$ cat config.mk
export PLATFORM = sky130hd
export DESIGN_NAME = mem_arbiter
export DESIGN_NICKNAME = d
export VERILOG_FILES = /design/src/rtl/mem_arbiter.sv
export SDC_FILE = /design/constraint.sdc
export NUM_CORES = 1
export LEC_CHECK = 0
export ABC_CLOCK_PERIOD_IN_PS = 3610
export CAP_MARGIN = 0
export CORE_MARGIN = 3
export CORE_UTILIZATION = 55
export CTS_CLUSTER_SIZE = 24
export DETAILED_ROUTE_END_ITERATION = 7
export DONT_BUFFER_PORTS = 1
export PLACE_DENSITY = 0.84
export SYNTH_ARGS = -nofsm -noshare
export SYNTH_HDL_FRONTEND = slang
export SYNTH_SLANG_ARGS = --single-unit
$ cat constraint.sdc
create_clock -name clk -period 3.61 [get_ports clk]
set_clock_uncertainty 0.1 [all_clocks]
set_input_delay 0.1805 -clock clk [delete_from_list [all_inputs] [get_ports clk]]
set_output_delay 0.1805 -clock clk [all_outputs]
set_load 0.005 [all_outputs]
$ cat src/rtl/mem_arbiter.sv
// Two-requester arbiter (instruction fetch vs. data access) in front of a single
// fixed-latency memory port. Ties alternate, so neither side can starve.
module mem_arbiter #(
  parameter int unsigned MEM_LAT = 3,
  parameter int unsigned ADDR_W  = 32
) (
  input  logic              clk,
  input  logic              reset,

  input  logic              if_req,
  input  logic [ADDR_W-1:0] if_addr,
  output logic [31:0]       if_rdata,
  output logic              if_ready,

  input  logic              mem_req,
  input  logic              mem_we,
  input  logic [ADDR_W-1:0] mem_addr,
  input  logic [31:0]       mem_wdata,
  output logic [31:0]       mem_rdata,
  output logic              mem_ready,

  output logic              ram_en,
  output logic              ram_we,
  output logic [ADDR_W-1:0] ram_addr,
  output logic [31:0]       ram_wdata,
  input  logic [31:0]       ram_rdata,

  output logic              delay
);

  typedef enum logic [1:0] {
    IDLE,
    SERVE_IF,
    SERVE_MEM
  } state_e;

  localparam logic [3:0] CNT_LOAD = 4'(MEM_LAT - 1);

  state_e              state_q, state_d;
  logic [3:0]          cnt_q, cnt_d;
  logic [ADDR_W-1:0]   addr_q, addr_d;
  logic                we_q, we_d;
  logic [31:0]         wdata_q, wdata_d;
  logic                last_if_q, last_if_d;
  logic                if_ready_q, if_ready_d;
  logic                mem_ready_q, mem_ready_d;
  logic [31:0]         if_rdata_q, if_rdata_d;
  logic [31:0]         mem_rdata_q, mem_rdata_d;

  logic                if_elig;
  logic                mem_elig;
  logic                grant_if;
  logic                grant_mem;
  logic                done;

  // A side still showing its ready pulse has just been served and must not
  // immediately win again off its still-held request.
  always_comb begin
    if_elig   = if_req  & ~if_ready_q;
    mem_elig  = mem_req & ~mem_ready_q;
    grant_mem = mem_elig & (~if_elig | last_if_q);
    grant_if  = if_elig & ~grant_mem;
    done      = (state_q != IDLE) && (cnt_q == '0);
  end

  // State register
  always_ff @(posedge clk or posedge reset) begin
    if (reset) begin
      state_q <= IDLE;
    end else begin
      state_q <= state_d;
    end
  end

  // Next-state logic
  always_comb begin
    state_d = state_q;
    unique case (state_q)
      IDLE: begin
        if (grant_mem) begin
          state_d = SERVE_MEM;
        end else if (grant_if) begin
          state_d = SERVE_IF;
        end
      end
      SERVE_IF,
      SERVE_MEM: begin
        if (done) begin
          state_d = IDLE;
        end
      end
      default: state_d = IDLE;
    endcase
  end

  // Datapath registers: transfer latch, counter, grant history, responses
  always_ff @(posedge clk or posedge reset) begin
    if (reset) begin
      cnt_q       <= '0;
      addr_q      <= '0;
      we_q        <= 1'b0;
      wdata_q     <= '0;
      last_if_q   <= 1'b1;
      if_ready_q  <= 1'b0;
      mem_ready_q <= 1'b0;
      if_rdata_q  <= '0;
      mem_rdata_q <= '0;
    end else begin
      cnt_q       <= cnt_d;
      addr_q      <= addr_d;
      we_q        <= we_d;
      wdata_q     <= wdata_d;
      last_if_q   <= last_if_d;
      if_ready_q  <= if_ready_d;
      mem_ready_q <= mem_ready_d;
      if_rdata_q  <= if_rdata_d;
      mem_rdata_q <= mem_rdata_d;
    end
  end

  always_comb begin
    cnt_d       = cnt_q;
    addr_d      = addr_q;
    we_d        = we_q;
    wdata_d     = wdata_q;
    last_if_d   = last_if_q;
    if_ready_d  = 1'b0;
    mem_ready_d = 1'b0;
    if_rdata_d  = if_rdata_q;
    mem_rdata_d = mem_rdata_q;

    if (state_q == IDLE) begin
      if (grant_mem) begin
        addr_d    = mem_addr;
        we_d      = mem_we;
        wdata_d   = mem_wdata;
        cnt_d     = CNT_LOAD;
        last_if_d = 1'b0;
      end else if (grant_if) begin
        addr_d    = if_addr;
        we_d      = 1'b0;
        wdata_d   = '0;
        cnt_d     = CNT_LOAD;
        last_if_d = 1'b1;
      end
    end else if (done) begin
      if (state_q == SERVE_IF) begin
        if_ready_d = 1'b1;
        if_rdata_d = ram_rdata;
      end else begin
        mem_ready_d = 1'b1;
        if (!we_q) begin
          mem_rdata_d = ram_rdata;
        end
      end
    end else begin
      cnt_d = cnt_q - 4'd1;
    end
  end

  // Output logic: memory port is driven only while a transfer is in flight
  always_comb begin
    ram_en    = (state_q != IDLE);
    ram_we    = (state_q == SERVE_MEM) & we_q;
    ram_addr  = (state_q != IDLE) ? addr_q : '0;
    ram_wdata = (state_q == SERVE_MEM) ? wdata_q : '0;

    if_ready  = if_ready_q;
    mem_ready = mem_ready_q;
    if_rdata  = if_rdata_q;
    mem_rdata = mem_rdata_q;

    delay     = (if_req & ~if_ready_q) | (mem_req & ~mem_ready_q);
  end

endmodule

==> impl_metrics.py, run 1 <==
metrics = {
    "logic_synthesis": {
        "ys_types": 36,
        "syn-cell-area_um2": 6056,
        "syn_avg_cell_area_um2": 12.62,
        "yosysMostFrequentCell": "dfrtp_1",
        "synthFlopType": "dfrtp_1",
        "synthesis.nets": 617,
        "synth_largest_area_cell": "dfrtp_1",
        "ys_ff_latch": 138,
        "yosysWarningCount": 0,
        "synth_area_leaders": "dfrtp_1 (57%), mux2_4 (7.4%), mux2_2 (6.3%), a221o_1 (5.3%), a22o_1 (4.9%)",
        "seq_area_frac_synth": 0.5705,
        "yosysTopAreaCellShare": 0.5661,
        "synth-edff-count": 0,
        "ys_async_sr_fraction": 1.000,
        "synth_top_cells_by_count": "dfrtp_1 (137), nand2_1 (35), a22o_1 (34), mux2_2 (34)",
        "synthCells": 480,
    },
    "floorplanning": {
        "ioPinCount": 266,
        "die_h_um": 110.9,
        "rows": 37,
        "dieWidth_um": 110.9,
        "start_util": 0.5763,
    },
    "place": {
        "routabilityCongestion": 0.8266,
        "dp_hpwl_mm": 9.770,
        "placement.io_buffers": 0,
    },
    "cts": {
        "clock_sinks": 138,
        "clockRootBuffer": "clkbuf_8",
        "clk_path_buf_depth": 2,
        "cts_resized": 0,
        "cts-htree-levels": 4,
        "cts_buffers": 17,
        "cts_hold_buf": 123,
        "post-cts-setup-buffers": 0,
    },
    "outcome": {
        "status": "stopped before the end",
        "lastStage": "clock tree synthesis",
        "tool.error": "[ERROR RSZ-0060] Max buffer count reached.",
    },
}
[cells by family after synthesis]
family | after synthesis | share of synthesized area
buf+inv | 50 | 0.03616
flops | 138 | 0.5705
compound gates | 77 | 0.1151
fa+ha+maj | 4 | 0.008265
mux | 64 | 0.1376
simple gates | 147 | 0.1324
[per-stage QoR]
| stage | util | hold slack, ps | instances | worst slack (ps) | instance area (µm²) |
|---|---|---|---|---|---|
| 3_5_place_dp | 0.5836 | 108.9 | 581 | 684.5 | 6133 |
| 3_3_place_gp | 0.5836 | 97.58 | 581 | 817.0 | 6133 |
| 2_1_floorplan | - | 213.2 | 480 | 1228 | 6060 |
==> run 2: changes to the inputs <==
- ABC_CLOCK_PERIOD_IN_PS: 3610 -> 4700
- CORE_UTILIZATION: 55 -> 40
- CTS_CLUSTER_SIZE: 24 -> not set
- PLACE_DENSITY: 0.84 -> not set
- PLACE_DENSITY_LB_ADDON: not set -> 0.15
- clock period: 3.61 -> 4.7 ns (I/O delays scaled with it)
==> impl_metrics.py, run 2 <==
metrics = {
    "route": {
        "drc": 0,
        "vias_per_cell": 5.571,
        "dr.pass1.iters": 4,
        "wl_per_cell_um": 20.14,
        "drtAntennaViolNets": 0,
        "first_iter_violations": 257,
        "vias": 4234,
        "wl_mm": 15.31,
    },
    "cts": {
        "clk_path_buf_depth": 2,
        "clock_sinks": 138,
        "insertion_delay_ps": 410,
        "clockRootBuffer": "clkbuf_16",
        "clk_pin_slew_ps": 60,
        "cts_tree": "built",
        "cts-htree-levels": 4,
        "cts_buffers": 17,
    },
    "worst_setup_path": {
        "critPathSlowestCell": "buf_4",
        "crit_arrival_ps": 3250,
        "critical_path_class": "reg -> reg",
        "r2r_start": "state_q[0]",
        "critPathCaptureType": "flip-flop",
        "crit_required_ps": 4890,
        "path_cells": "inv_1 > ha_2 > buf_4 > inv_1 > a21o_2 > buf_4 > a221o_1",
        "ff2ff_setup_slack_ps": 1640,
        "reg2reg_depth": 7,
        "reg2reg_to": "addr_q[9]",
        "startpoint_type": "flip-flop",
        "endpoint": "addr_q[9]",
        "critPathMaxStageDelay_ps": 540,
        "path_max_fanout": 72,
        "crit_path_start": "state_q[0]",
    },
    "worst_hold_path": {
        "holdCritPathClass": "in -> reg",
        "min_path_cells": 3,
    },
    "floorplanning": {
        "coreArea_um2": 14700,
        "dieArea_um2": 16650,
        "start_util": 0.4120,
        "die_h_um": 129.0,
        "dieWidth_um": 129.0,
        "ioPinCount": 266,
        "rows": 44,
    },
    "grt": {
        "grt_max_degree": 88,
        "grt_overflow": 0,
        "grt_pass1_wl_mm": 23.45,
        "grt_antenna_before_repair": 0,
        "grt_usage": 0.1800,
        "grt_pass1_vias": 4438,
    },
    "timing": {
        "worst_pin_slew_ps": 1266,
        "hold_slack_ps": 37.45,
        "fin_setup_tns_ps": 0,
        "grt_setup_unrepaired": "false",
        "period_share": 0.6516,
        "hold_viol_final": 0,
        "max_freq_mhz": 326.5,
        "relSlewSlack": 0.1560,
        "setup_viol": 0,
        "layout_min_cycle_time_ps": 3062,
        "slew_violations": 0,
    },
    "final_layout": {
        "diodes": 0,
        "final_cell_mix": "dfrtp_1 (137), dlygate4sd3_1 (98), nand2_1 (35)",
        "fill_cells": 1253,
        "final_common_cell": "dfrtp_1",
        "design_area_um2": 7680,
        "instances_no_fill": 760,
        "layout-drive-gt1-share": 0.1840,
        "synthToLayoutAreaGrowth_pct": 26.82,
        "nNetsFinal": 701,
    },
    "logic_synthesis": {
        "synth_xor_area_frac": 0,
        "seq_area_frac_synth": 0.5705,
        "synth_area_leaders": "dfrtp_1 (57%), mux2_4 (7.4%), mux2_2 (6.3%), a221o_1 (5.3%), a22o_1 (4.9%)",
        "synth_top_cells_by_count": "dfrtp_1 (137), nand2_1 (35), a22o_1 (34), mux2_2 (34)",
        "synthSimpleGateAreaFrac": 0.1324,
        "synth-edff-count": 0,
        "synthesis.nets": 617,
        "synth_compound_area_frac": 0.1151,
        "synthCells": 480,
        "ys_ff_latch": 138,
        "synth_top_family_by_area": "multiplexers",
        "yosysTopAreaCellShare": 0.5661,
        "ys_types": 36,
        "syn_avg_cell_area_um2": 12.62,
        "synthFlopType": "dfrtp_1",
        "ys_async_sr_fraction": 1.000,
        "synth_fa_ha_area_frac": 0.008264,
        "synth_largest_area_cell": "dfrtp_1",
        "synthMuxAreaShare": 0.1376,
        "yosysMostFrequentCell": "dfrtp_1",
        "yosysWarningCount": 0,
        "syn-cell-area_um2": 6056,
    },
    "power_and_ir_drop": {
        "powerDensity_nw_per_um2": 644.1,
        "p_leak_nw": 3.469,
        "peakVddDrop_v": 0.0003081,
        "p_total_w": 0.004947,
    },
    "place": {
        "placed_area_um2": 6185,
        "routabilityCongestion": 0.7664,
        "dp_hpwl_mm": 9.654,
        "placed_cells": 631,
        "placement.io_buffers": 0,
    },
    "run": {
        "maxCapViolCount": 0,
    },
    "outcome": {
        "status": "completed",
    },
}
## run 2: cell counts after synthesis
Identical to the previous run, type by type.
## run 2: metal layers
layer / up-vias / global-route usage / wire length [µm]
met5: - / 0 / 0
met4: 0 / 0.06671 / 291
met3: 20 / 0.08285 / 1467
met2: 217 / 0.2823 / 7293
met1: 2115 / 0.2189 / 6257
li1: 1882 / - / -
## run 2: worst min-delay path by stage
| stage | from | end | slack [ps] |
|---|---|---|---|
| 2_1_floorplan | mem_wdata[0] | wdata_q[0] | 270 |
| 3_3_place_gp | reset | if_rdata[23] | 190 |
| 5_1_grt | if_addr[5] | addr_q[5] | 20 |
| 4_1_cts | if_addr[5] | addr_q[5] | 20 |
| 3_5_place_dp | reset | if_rdata[23] | 210 |
| 6_report | if_addr[8] | addr_q[8] | 40 |
## run 2: layout make-up
type	count	area [µm²]	share of cell area
clock buffers	22	464.2	0.06044
repair buffers	105	1033	0.1346
flip-flops and latches	138	3455	0.4498
well taps	184	230.2	0.02998
multi-input cells	292	2405	0.3131
clock inverters	9	50.05	0.006517
inverters	10	42.54	0.005539
## run 2: metrics by stage
stage	util	setup slack, ps
after floorplan	-	670.5
after global placement	0.4208	1770
after detailed placement	0.4208	1648
after CTS	0.5225	1647
after global routing	0.5225	1434
final	0.5225	1638
## run 2: repair_timing
action,in CTS,in global routing
hold buffers,98,0
buffers inserted,0,0
resized for setup,0,0
endpoints found under the hold margin,215,0
setup endpoints to repair,0,0
## run 2: critical path: cells and delay by family (launching register included)
kind	cells	cell delay, ps
AOI/OAI and AO/OA	2	880
adders and majority gates	1	190
buffers and inverters	4	1350
DFF	1	380
## run 2: report_power, final
group	internal [W]	switching, W	leakage [nW]
registers	0.00178	0.000408	1.68
clock network	0.000691	0.000475	0.255
logic	0.000836	0.000754	1.53
## run 2: logic make-up after synthesis
| family | Yosys count |
|---|---|
| AND/OR/NAND/NOR | 147 |
| AO/OA/AOI/OAI | 77 |
| multiplexers | 64 |
| buffers and inverters | 50 |
| flip-flops | 138 |
| adder cells (fa/ha/maj) | 4 |
No activity file was read; power rests on OpenSTA's default activity.
